--- src/rtl/io_stim_pkg.sv ---
// Shared constants and types for the io_stim_gen stimulus generator:
// Wishbone register map, FSM state encoding and field widths.
package io_stim_pkg;

    localparam int CNT_W  = 16;
    localparam int DATA_W = 32;
    localparam int ADDR_W = 4;

    localparam logic [ADDR_W-1:0] ADDR_CFG_BASE = 4'h0;
    localparam logic [ADDR_W-1:0] ADDR_CTRL     = 4'h8;
    localparam logic [ADDR_W-1:0] ADDR_START    = 4'h9;
    localparam logic [ADDR_W-1:0] ADDR_STOP     = 4'hA;

    typedef enum logic [0:0] {
        ST_IDLE = 1'b0,
        ST_RUN  = 1'b1
    } stim_state_t;

    function automatic logic [ADDR_W-1:0] cfg_addr(input int idx);
        return ADDR_CFG_BASE + ADDR_W'(idx);
    endfunction

endpackage

--- src/rtl/io_stim_gen_if.sv ---
// Wishbone-style slave bus used by io_stim_gen: single-word accesses,
// acked one cycle after wb_cyc.
interface io_stim_gen_if;
    import io_stim_pkg::*;

    logic [ADDR_W-1:0] wb_addr;
    logic [DATA_W-1:0] wb_rdata;
    logic [DATA_W-1:0] wb_wdata;
    logic              wb_we;
    logic              wb_cyc;
    logic              wb_ack;

    modport master (
        output wb_addr, wb_wdata, wb_we, wb_cyc,
        input  wb_rdata, wb_ack
    );

    modport slave (
        input  wb_addr, wb_wdata, wb_we, wb_cyc,
        output wb_rdata, wb_ack
    );

endinterface

--- src/rtl/io_stim_line.sv ---
// One driven IO line: alternates HI/LO phases of programmable tick lengths
// while running, otherwise holds the idle level. Output is registered.
module io_stim_line
    import io_stim_pkg::*;
(
    input  logic             clk,
    input  logic             rst_n,
    input  logic             load,
    input  logic             tick,
    input  logic [CNT_W-1:0] hi_ticks,
    input  logic [CNT_W-1:0] lo_ticks,
    input  logic             idle_level,
    input  logic             run,
    output logic             level
);

    logic             r_phase_hi;
    logic [CNT_W-1:0] r_count;
    logic             r_level;
    logic             w_active;

    assign w_active = run && (hi_ticks != '0 || lo_ticks != '0);
    assign level    = r_level;

    // Phase lengths are sampled only at a reload, so a CFG write mid-phase
    // never truncates the phase already in progress.
    always_ff @(posedge clk or negedge rst_n) begin
        if (!rst_n) begin
            r_phase_hi <= 1'b0;
            r_count    <= '0;
            r_level    <= 1'b0;
        end else begin
            r_level <= w_active ? r_phase_hi : idle_level;
            if (load) begin
                r_phase_hi <= (hi_ticks != '0);
                r_count    <= (hi_ticks != '0) ? hi_ticks : lo_ticks;
            end else if (run && tick) begin
                if (r_count <= CNT_W'(1)) begin
                    if (r_phase_hi) begin
                        if (lo_ticks != '0) begin
                            r_phase_hi <= 1'b0;
                            r_count    <= lo_ticks;
                        end else begin
                            r_count    <= hi_ticks;
                        end
                    end else begin
                        if (hi_ticks != '0) begin
                            r_phase_hi <= 1'b1;
                            r_count    <= hi_ticks;
                        end else begin
                            r_count    <= lo_ticks;
                        end
                    end
                end else begin
                    r_count <= r_count - CNT_W'(1);
                end
            end
        end
    end

endmodule

--- src/rtl/io_stim_gen.sv ---
// Wishbone-controlled stimulus generator: bus registers, tick prescaler,
// burst counter and run FSM driving N_LINES io_stim_line instances.
module io_stim_gen #(
    parameter int TICK_DIV = 9,
    parameter int N_LINES  = 8
) (
    input  logic               clk,
    input  logic               rst_n,
    io_stim_gen_if.slave       bus,
    output logic [N_LINES-1:0] io_out,
    output logic [N_LINES-1:0] io_oe
);
    import io_stim_pkg::*;

    localparam int               PS_W    = (TICK_DIV > 2) ? $clog2(TICK_DIV) : 1;
    localparam logic [PS_W-1:0] PS_LAST = PS_W'(TICK_DIV - 1);

    logic               r_ack;
    logic [DATA_W-1:0]  r_cfg [N_LINES];
    logic [N_LINES-1:0] r_oe_mask;
    logic [N_LINES-1:0] r_idle_level;
    stim_state_t        r_state;
    logic [PS_W-1:0]    r_presc;
    logic [CNT_W-1:0]   r_remaining;

    logic               w_wr;
    logic               w_start;
    logic               w_stop;
    logic               w_load;
    logic               w_run;
    logic               w_tick;
    logic [DATA_W-1:0]  w_ctrl;
    logic [DATA_W-1:0]  w_rdata;
    logic [N_LINES-1:0] w_level;

    assign w_wr    = r_ack && bus.wb_cyc && bus.wb_we;
    assign w_start = w_wr && (bus.wb_addr == ADDR_START);
    assign w_stop  = w_wr && (bus.wb_addr == ADDR_STOP);
    assign w_load  = w_start && (bus.wb_wdata[CNT_W-1:0] != '0);
    assign w_run   = (r_state == ST_RUN);
    assign w_tick  = w_run && (r_presc == PS_LAST);

    assign bus.wb_ack   = r_ack;
    assign bus.wb_rdata = w_rdata;
    assign io_oe        = r_oe_mask;
    assign io_out       = w_level;

    always_ff @(posedge clk or negedge rst_n) begin
        if (!rst_n) begin
            r_ack <= 1'b0;
        end else begin
            r_ack <= bus.wb_cyc && !r_ack;
        end
    end

    // Writes take effect on the edge that closes the ack cycle.
    always_ff @(posedge clk or negedge rst_n) begin
        if (!rst_n) begin
            for (int i = 0; i < N_LINES; i++) begin
                r_cfg[i] <= '0;
            end
            r_oe_mask    <= '0;
            r_idle_level <= '0;
        end else if (w_wr) begin
            for (int i = 0; i < N_LINES; i++) begin
                if (bus.wb_addr == cfg_addr(i)) begin
                    r_cfg[i] <= bus.wb_wdata;
                end
            end
            if (bus.wb_addr == ADDR_CTRL) begin
                r_oe_mask    <= bus.wb_wdata[N_LINES-1:0];
                r_idle_level <= bus.wb_wdata[8 +: N_LINES];
            end
        end
    end

    // A START with a nonzero length always restarts from scratch, even mid-run.
    always_ff @(posedge clk or negedge rst_n) begin
        if (!rst_n) begin
            r_state     <= ST_IDLE;
            r_presc     <= '0;
            r_remaining <= '0;
        end else if (w_start) begin
            r_presc     <= '0;
            r_remaining <= bus.wb_wdata[CNT_W-1:0];
            r_state     <= w_load ? ST_RUN : ST_IDLE;
        end else if (w_stop) begin
            r_state <= ST_IDLE;
            r_presc <= '0;
        end else if (w_run) begin
            if (w_tick) begin
                r_presc <= '0;
                if (r_remaining == CNT_W'(1)) begin
                    r_state     <= ST_IDLE;
                    r_remaining <= '0;
                end else begin
                    r_remaining <= r_remaining - CNT_W'(1);
                end
            end else begin
                r_presc <= r_presc + PS_W'(1);
            end
        end
    end

    always_comb begin
        w_ctrl                   = '0;
        w_ctrl[N_LINES-1:0]      = r_oe_mask;
        w_ctrl[8 +: N_LINES]     = r_idle_level;
    end

    always_comb begin
        w_rdata = '0;
        if (r_ack && bus.wb_cyc) begin
            for (int i = 0; i < N_LINES; i++) begin
                if (bus.wb_addr == cfg_addr(i)) begin
                    w_rdata = r_cfg[i];
                end
            end
            if (bus.wb_addr == ADDR_CTRL) begin
                w_rdata = w_ctrl;
            end else if (bus.wb_addr == ADDR_START) begin
                w_rdata = {w_run, 15'b0, r_remaining};
            end
        end
    end

    for (genvar g = 0; g < N_LINES; g++) begin : g_line
        io_stim_line u_line (
            .clk        (clk),
            .rst_n      (rst_n),
            .load       (w_load),
            .tick       (w_tick),
            .hi_ticks   (r_cfg[g][31:16]),
            .lo_ticks   (r_cfg[g][15:0]),
            .idle_level (r_idle_level[g]),
            .run        (w_run),
            .level      (w_level[g])
        );
    end

endmodule

--- src/flat_wrapper.sv ---
// flat-port wrapper written by rule: the top's interface ports become plain ports
module io_stim_gen_flat import io_stim_pkg::*;
#(
    parameter int TICK_DIV = 9,
    parameter int N_LINES  = 8
)
  (clk, rst_n, io_out, io_oe, bus_wb_addr, bus_wb_wdata, bus_wb_we, bus_wb_cyc, bus_wb_rdata, bus_wb_ack);
  io_stim_gen_if bus_i ();
  input  logic clk;
  input  logic rst_n;
  output logic [N_LINES-1:0] io_out;
  output logic [N_LINES-1:0] io_oe;
  input wire logic [$bits(bus_i.wb_addr)-1:0] bus_wb_addr;
  input wire logic [$bits(bus_i.wb_wdata)-1:0] bus_wb_wdata;
  input wire logic [$bits(bus_i.wb_we)-1:0] bus_wb_we;
  input wire logic [$bits(bus_i.wb_cyc)-1:0] bus_wb_cyc;
  output wire logic [$bits(bus_i.wb_rdata)-1:0] bus_wb_rdata;
  output wire logic [$bits(bus_i.wb_ack)-1:0] bus_wb_ack;
  assign bus_i.wb_addr = bus_wb_addr;
  assign bus_i.wb_wdata = bus_wb_wdata;
  assign bus_i.wb_we = bus_wb_we;
  assign bus_i.wb_cyc = bus_wb_cyc;
  assign bus_wb_rdata = bus_i.wb_rdata;
  assign bus_wb_ack = bus_i.wb_ack;
  io_stim_gen #(.TICK_DIV(TICK_DIV), .N_LINES(N_LINES)) u_core (.clk(clk), .rst_n(rst_n), .bus(bus_i), .io_out(io_out), .io_oe(io_oe));
endmodule
--- config.mk ---
export PLATFORM = sky130hd
export DESIGN_NAME = io_stim_gen_flat
export DESIGN_NICKNAME = d
export VERILOG_FILES = /design/src/rtl/io_stim_pkg.sv /design/src/rtl/io_stim_gen_if.sv /design/src/rtl/io_stim_line.sv /design/src/rtl/io_stim_gen.sv /design/src/flat_wrapper.sv
export SDC_FILE = /design/constraint.sdc
export NUM_CORES = 1
export LEC_CHECK = 0
export CELL_PAD_IN_SITES_DETAIL_PLACEMENT = 0
export CELL_PAD_IN_SITES_GLOBAL_PLACEMENT = 1
export CORE_UTILIZATION = 53
export DETAILED_ROUTE_END_ITERATION = 8
export PLACE_DENSITY = 0.85
export SYNTH_ARGS = -nofsm -noshare
export SYNTH_HDL_FRONTEND = slang
export SYNTH_SLANG_ARGS = --single-unit
--- constraint.sdc ---
create_clock -name clk -period 8.75 [get_ports clk]
set_input_delay 2.625 -clock clk [delete_from_list [all_inputs] [get_ports clk]]
set_output_delay 2.625 -clock clk [all_outputs]
set_load 0.01 [all_outputs]
# Word-level counts from Yosys, hierarchy flattened
# Index checks and enable logic that the tools add are counted.
# word_totals
input_bits,40
wordCells,272
out_inout_bits,49
regBits,438
# op_classes
n_mux,130
n_addsub,10
eq_ne,13
n_reduce_logical,73
n_lt_le_gt_ge,8
# ops
cell,n
16-bit 2-to-1 mux,53
32-bit 2-to-1 mux,11
16-bit nonzero test,17
16-bit by 1-bit subtractor with 16-bit output (second input constant),9
16-bit by 1-bit <= comparator with 1-bit output (second input constant),8
1-bit 2-to-1 mux,62
2-bit AND reduction,17
2-bit nonzero test,11
16-bit by 1-bit == test with 1-bit output (second input constant),1
4-bit by 3-bit == test with 1-bit output (second input constant),4
4-bit == test (second input constant),4
1-bit logical AND,16
4-bit 2-to-1 mux,4
4-bit by 2-bit == test with 1-bit output (second input constant),2
1-bit logical OR,8
4-bit by 1-bit adder with 4-bit output (second input constant),1
4-bit by 1-bit == test with 1-bit output (second input constant),1
4-bit logical NOT,1
3-bit AND reduction,1
3-bit nonzero test,1
2-bit by 1-bit != test with 1-bit output (second input constant),1
1-bit logical NOT,1

# Logic depth before layout (Yosys ltp)
# Gate-level depths: netlist of run 1.
# logic_depth
depth_word,12
mapped_depth,11
ltp_nobuf,8

# By module
# A second synthesis of run 1 with hierarchy kept.
# unflattened
hier_cells,2917
hier_area_um2,27762.9
# by_module_without_submodules
module,seq_area_each_um2,area_each_um2,cells_per_inst,instances
io_stim_gen,7357.1,13922.1,1089,1
io_stim_line at u_core.g_line[0].u_line ...,450.4,1742.9,231,7
io_stim_line at u_core.g_line[7].u_line,450.4,1640.3,211,1

# Worst setup path after synthesis of run 1
# OpenSTA, ideal clock, no wires.
# synth_path
path_kind,input-to-output
from,in bus_wb_addr[0]
to,out bus_wb_rdata[26]
slack_ns,1.706
required_ns,6.125
path_stages,8
arrival_time_ns,4.419
path_buffers,4
path_cell_list,buf_1 > buf_2 > clkbuf_1 > clkbuf_1 > o21ai_0 > o21ai_0 > a22oi_1 > nor3_1
# synth_via
elab_chain_cells,12
elab_cells_between_ends,21
classes_between,9 x eq/ne; 11 x mux; 1 x reduce/logical
# synth_lines
item,line_no,source
from (decl),flat_wrapper.sv:13,input wire logic [$bits(bus_i.wb_addr)-1:0] bus_wb_addr;
4-bit logical NOT,io_stim_gen.sv:115,if (bus.wb_addr == cfg_addr(i)) begin
32-bit 2-to-1 mux (8 in series),io_stim_gen.sv:115,
32-bit 2-to-1 mux,io_stim_gen.sv:121,end else if (bus.wb_addr == ADDR_START) begin
32-bit 2-to-1 mux (*),io_stim_gen.sv:119,if (bus.wb_addr == ADDR_CTRL) begin
32-bit 2-to-1 mux (*),io_stim_gen.sv:113,if (r_ack && bus.wb_cyc) begin
to (decl),flat_wrapper.sv:17,output wire logic [$bits(bus_i.wb_rdata)-1:0] bus_wb_rdata;
# Mark *: on every way between the ends. The rest lies on a longest branch, timed or not.

# Final worst setup path of run 1
# layout_path
from,in bus_wb_addr[0]
to,out bus_wb_rdata[4]
# Same word-level chain as after synthesis.

==> out/results.txt, run 1 <==
Status: completed
Tcrit/Tclk final: 92.7%
R2r worst-path depth: 8
Clock Latency Late Sink: 0.61 ns
Worst endpoint required time: 6.12 ns
CTS tree: yes
Placed cell area: 27,900 um^2
Count of flip-flops with a built-in enable after synthesis: 0
DR pass1 iterations: 6
Die Height: 226 um
Hold path start: u_core.bus.wb_ack$_DFF_PN0_
Worst VDD drop: 183 uV
Synth cell types: 93
Gr ovfl total: 0
Die area: 51,200 um^2
RSZ-0062 raised after global routing: no
Switching share of total power: 38.0%
Instance count of the mapped netlist: 2,787
Layout Skew: 0.0261 ns
Fmax: 123 MHz
RD Place Congestion: 0.993
First-pass GRT wire length: 155,000 um
Yosys warns: 0
Hold_ws: 0.485 ns
1st-iter DRT viols: 3,280
Worst-path clk slew: 0.06 ns
Synth Cell Area: 26,700 um^2
Worst Tran Pin Value: 1.16 ns
DRC: 0
Share of cells above drive strength 1: 18.0%
Syn avg cell area: 9.57 um^2
Clock power share: 30.1%
Relative slew slack: 22.6%
Post-DRT Antenna Nets: 0
Core Footprint: 49,300 um^2
Die width: 226 um
Core Rows: 81
Initial antenna violation count: 4
Initial Util: 54.1%
Fin. max-slew vios: 0
Max-cap violations: 0
PD cells: 251 nW/um^2
Final Hold Fails: 0
CP startpoint: bus_wb_addr[0]
Total track usage: 40.7%
TritonCTS Buffers: 49
Worst min-delay path class: register to register
Nets: 2,810
Post-CTS Setup Bufs: 0
R2R Setup Slk: 5.40 ns
Number of synthesized register bits: 438
Drt total wl: 103,000 um
FF-to-FF End: u_core.g_line[3].u_line.r_count[2]$_DFFE_PN0P_
Syn nets: 2,847
Most common cell after layout, fill and taps aside: dfrtp_1
Ys flop type: dfrtp_1
Setup_tns: 0 ns
Synth top area share: 41.1%
# IOs: 89
Ys async rst share: 100%
Pleak: 12.1 nW
Max H-tree Level: 2
Final setup fails: 0
Synth area leaders: dfrtp_1 41%, mux2_2 12%, a21oi_1 5.4%
Crit path DAT: 5.49 ns
Vias/cell: 7.37
Root buf cell: clkbuf_16
Fill cells: 4,180
Post-cts resize count: 0
Crit Path Max Fanout: 61
Commonest cells after routing, fill and taps aside: 438 x dfrtp_1, 294 x mux2_2, 285 x a21oi_1
Critical path class: input pin to primary output
# port buffers: 88
CTS Hold Bufs: 0
Hold Path Cell Cnt: 1
Worst Setup Start Kind: input pin
DR WL/cell: 30.0 um
Logic pwr share: 27.8%
Crit Reg-Reg Startpoint: u_core.r_state$_DFF_PN0_
Post-synthesis sequential area ratio: 41.1%
CP Capture Type: primary output
Final worst path period need: 8.11 ns
Vias in the first global route: 23,700
Final HPWL DP: 72,800 um
NetSw: 2.83 mW
Longest Clk Path Bufs: 3
Clock sinks: 438
Hold EP: u_core.bus.wb_ack$_DFF_PN0_
Synthesis-to-finish area growth: 11.2%
Reg power frac: 42.1%
Pin count of the biggest net entering global routing: 180
Internal Power: 4.62 mW
DR vias: 25,400
Final Cell Area: 29,600 um^2
Dominant cell type by area after synthesis: dfrtp_1
cells by family after synthesis:
family	Yosys count	synth area share, %
compound gates	941	23.2
simple gates	767	14.8
flops	438	41.1
mux	341	15.4
buf+inv	255	3.82
xor+xnor	25	0.821
fa+ha+maj	20	0.938
state kept, by name, indices dropped and copies added (netlist names):
name,count
u_core.bus.wb_ack,1
u_core.g_line.u_line.level,8
u_core.g_line.u_line.r_count,128
u_core.g_line.u_line.r_phase_hi,8
u_core.io_oe,8
u_core.r_cfg,256
u_core.r_idle_level,8
u_core.r_presc,4
u_core.r_remaining,16
u_core.r_state,1
worst max-delay path, cell delays in order:
cell	delay [ns]
buf_4	0.55
nor2b_1	0.43
nand2_1	0.33
o21a_1	0.26
a222oi_1	0.44
a2bb2oi_1	0.24
nor2_1	0.06
clkdlybuf4s50_1	0.50
worst max-delay path by stage:
| stage | endpoint |
|---|---|
| after global placement | bus_wb_rdata[7] |
| after CTS | bus_wb_rdata[6] |
| after floorplan | bus_wb_rdata[26] |
| final | bus_wb_rdata[4] |
| after detailed placement | bus_wb_rdata[14] |
| after global routing | bus_wb_rdata[6] |
power by group through the flow:
stage | clock network (mW) | registers, mW | logic, mW
detailed placement | 0 | 3.13 | 2.02
global route | 2.32 | 3.17 | 2.27
floorplan | 0 | 2.82 | 1.53
finish | 2.24 | 3.14 | 2.07
global placement | 0 | 3.11 | 1.97
CTS | 2.25 | 3.09 | 2.03
final cells by class:
cell class                      instances  area (um^2)  area share [%]
Antenna cell                            1         2.50         0.00844
Clock buffer                           59         1360            4.58
Clock inverter                         28          359            1.21
Inverter                               39          146           0.494
Multi-Input combinational cell       2094        14700            49.7
Sequential cell                       438        11000            37.0
Tap cell                              664          831            2.80
Timing Repair Buffer                  128         1250            4.21
through the flow:
step	power (mW)	utilization (%)	instances	setup WS, ns
floorplan	4.35	-	2787	1.71
global route	7.76	60.2	3450	0.397
detailed placement	5.14	56.7	3363	0.728
global placement	5.08	56.7	3363	0.712
CTS	7.38	60.2	3450	0.714
finish	7.45	60.2	3451	0.637
cells in the mapped netlist (13+ instances only):
library cell,count
a2111oi_0,15
a221o_1,15
nand3_1,52
xor2_1,15
a221oi_1,38
or3_1,18
nor4_1,86
ha_1,20
mux2_2,294
or2_2,18
nor2_1,181
a21o_1,19
a21oi_1,286
nand4_1,29
a31oi_1,18
nand2b_1,13
a311o_1,15
o22ai_1,45
nor3_1,111
inv_1,39
or4_1,45
a211oi_1,45
nand2_1,147
a22oi_1,40
o211ai_1,21
clkbuf_1,162
mux4_2,25
o21ai_0,182
buf_2,13
mux2i_1,22
buf_1,30
o31ai_1,30
dfrtp_1,438
a2bb2oi_1,13
o21a_1,37
layer usage:
metal  track usage, %  vias to the layer above  share of wire (%)
met3             10.3                      356                 12
li1                 -                    10700                  -
met1             56.9                    12600                 40
met2             57.7                     1770                 42
met4             22.3                        4                6.0
met5                0                        -              0.021
Power figures use the tool's default switching activity.
==> run 2, diff against run 1 <==
--- a/config.mk
+++ b/config.mk
@@ -9,2 +9,3 @@
 export CELL_PAD_IN_SITES_GLOBAL_PLACEMENT = 1
+export CORE_MARGIN = 2
 export CORE_UTILIZATION = 53
==> constraint.sdc (replaced) <==
create_clock -name clk -period 8.75 [get_ports clk]
set_input_delay 1.75 -clock clk [delete_from_list [all_inputs] [get_ports clk]]
set_output_delay 1.75 -clock clk [all_outputs]
set_load 0.01 [all_outputs]
==> run 2 against run 1 <==
Design area is 0.18% lower; clock-buffer cell count up 6; total power shrank 0.14%; combinational power about the same; sequential share of layout area up 0.066 points; largest power group unchanged; highest routed layer unchanged.
==> out/results.txt, run 2 (same netlist as run 1, synthesis figures left out) <==
Total track usage: 38.8% (-2.0 points)
Worst endpoint required time: 7.00 ns (+0.88 ns)
TritonCTS Buffers: 49 (unchanged)
Layout Skew: 0.0209 ns (-0.00521 ns)
Biggest register: u_core.r_cfg
Final Cell Area: 29,600 um^2 (-0.18%)
Clock sinks: 438 (unchanged)
Max H-tree Level: 2 (unchanged)
Initial Util: 53.5% (-0.66 points)
Worst min-delay path class: register to register
Fin. max-slew vios: 0 (unchanged)
Placed cell area: 27,900 um^2 (-0.17%)
Final HPWL DP: 72,700 um (-0.18%)
Worst-path clk slew: 0.06 ns (about the same)
CTS tree: yes
Final Hold Fails: 0 (unchanged)
Max-cap violations: 0 (unchanged)
Setup_tns: 0 ns (unchanged)
Root buf cell: clkbuf_16
Hold path start: u_core.bus.wb_ack$_DFF_PN0_
Post-DRT Antenna Nets: 0 (unchanged)
CP startpoint: bus_wb_addr[1]
Vias/cell: 7.34 (-0.38%)
Logic pwr share: 27.9% (about the same)
Post-cts resize count: 0 (unchanged)
First-pass GRT wire length: 154,000 um (-0.29%)
Status: completed
Clock power share: 30.0% (about the same)
Initial antenna violation count: 5 (+1)
Largest register FFs: 256 (unchanged)
Critical path class: input pin to primary output
Crit Reg-Reg Startpoint: u_core.r_presc[0]$_DFFE_PN0P_
Core Footprint: 49,900 um^2 (+1.2%)
Final worst path period need: 7.03 ns (-1.08 ns)
Layout Utilization: 59.3% (-0.84 points)
1st-iter DRT viols: 3,446 (+5.1%)
Most common cell after layout, fill and taps aside: dfrtp_1
Share of cells above drive strength 1: 17.9% (-0.078 points)
Hold_ws: 0.482 ns (-0.00358 ns)
R2R Setup Slk: 5.21 ns (-0.19 ns)
NetSw: 2.85 mW (+0.80%)
DR pass1 iterations: 7 (+1)
Synthesis-to-finish area growth: 11.0%
Hold Path Cell Cnt: 1 (unchanged)
Clock Latency Late Sink: 0.61 ns (about the same)
CP Capture Type: primary output
Biggest regs: u_core.r_cfg: 256 flops, u_core.g_line.u_line.r_count: 128 flops, u_core.r_remaining: 16 flops
Fill cells: 4,343 (+3.9%)
Die Height: 228 um (+0.88%)
Core Rows: 82 (+1.2%)
Crit path DAT: 5.28 ns (-0.21 ns)
Final cell count without fillers: 3,461 (+0.29%)
Fmax: 142 MHz (+15%)
Placed cell count: 3,368 (+0.15%)
DR WL/cell: 29.8 um (-0.41%)
Tcrit/Tclk final: 80.4% (-12 points)
Longest Clk Path Bufs: 3 (unchanged)
Drt total wl: 103,000 um (-0.12%)
# IOs: 89 (unchanged)
Gr ovfl total: 0 (unchanged)
Die width: 228 um (+0.88%)
Worst slack at placement: 1.96 ns (+1.23 ns)
PD cells: 251 nW/um^2 (about the same)
Die area: 52,100 um^2 (+1.8%)
RSZ-0062 raised after global routing: no
DRC: 0 (unchanged)
Commonest cells after routing, fill and taps aside: 438 x dfrtp_1, 294 x mux2_2, 285 x a21oi_1
RD Place Congestion: 0.972 (-2.2%)
Vias in the first global route: 23,800 (+0.27%)
Worst Tran Pin Value: 1.18 ns (+0.0191 ns)
# port buffers: 88 (unchanged)
Pin count of the biggest net entering global routing: 154 (-14%)
R2r worst-path depth: 9 (+1)
Nets: 2,807 (-0.11%)
Relative slew slack: 21.1% (-1.4 points)
Final setup fails: 0 (unchanged)
Setup ws final: 1.72 ns (+1.08 ns)
Worst Setup Start Kind: input pin
DR vias: 25,400 (-0.094%)
CTS Hold Bufs: 0 (unchanged)
Post-CTS Setup Bufs: 0 (unchanged)
Pleak: 12.0 nW (-0.32%)
Total power: 7.44 mW (-0.14%)
Internal Power: 4.59 mW (-0.72%)
Reg power frac: 42.2% (about the same)
Switching share of total power: 38.3% (+0.36 points)
Crit Path Max Fanout: 36 (-41%)
Worst VDD drop: 172 uV (-6.3%)
## run 2: worst paths after layout
path / to
worst max-delay path: bus_wb_rdata[27]
worst min-delay path: u_core.bus.wb_ack$_DFF_PN0_
worst max register to register: u_core.g_line[5].u_line.r_count[2]$_DFFE_PN0P_
worst min register to register: u_core.bus.wb_ack$_DFF_PN0_
max in group asynchronous: u_core.g_line[5].u_line.r_count[9]$_DFFE_PN0P_
min in group asynchronous: u_core.r_presc[2]$_DFFE_PN0P_
## run 2: area by class of cell
| cell class | instances | area (um^2) | area share, % |
|---|---|---|---|
| well taps | 672 | 841 | 2.84 |
| diodes | 2 | 5.00 | 0.0169 |
| clock inverters | 26 | 309 | 1.04 |
| inverters | 39 | 146 | 0.495 |
| repair buffers | 125 | 1190 | 4.02 |
| flip-flops and latches | 438 | 11000 | 37.0 |
| multi-input cells | 2094 | 14700 | 49.8 |
| clock buffers | 65 | 1400 | 4.73 |
## run 2: critical path, cell delays in order
cell and delay (ns):
buf_2 0.58, nor2b_1 1.01, nand2_1 0.61, o21ai_0 0.61
a21oi_1 0.19, clkdlybuf4s50_1 0.51
## run 2: per-layer routing
| layer | track usage (%) | wire length (um) | vias up |
|---|---|---|---|
| li1 | - | - | 10700 |
| met1 | 54.5 | 42000 | 12700 |
| met2 | 57.3 | 44500 | 1609 |
| met3 | 9.66 | 11700 | 321 |
| met4 | 16.4 | 5110 | 8 |
| met5 | 0 | 47 | - |
## run 2: power by group through the flow
stage | logic, mW | registers [mW] | clock network, mW
finish | 2.07 | 3.14 | 2.23
global route | 2.27 | 3.17 | 2.31
CTS | 2.03 | 3.09 | 2.23
floorplan | 1.53 | 2.82 | 0
global placement | 1.97 | 3.11 | 0
detailed placement | 2.01 | 3.12 | 0
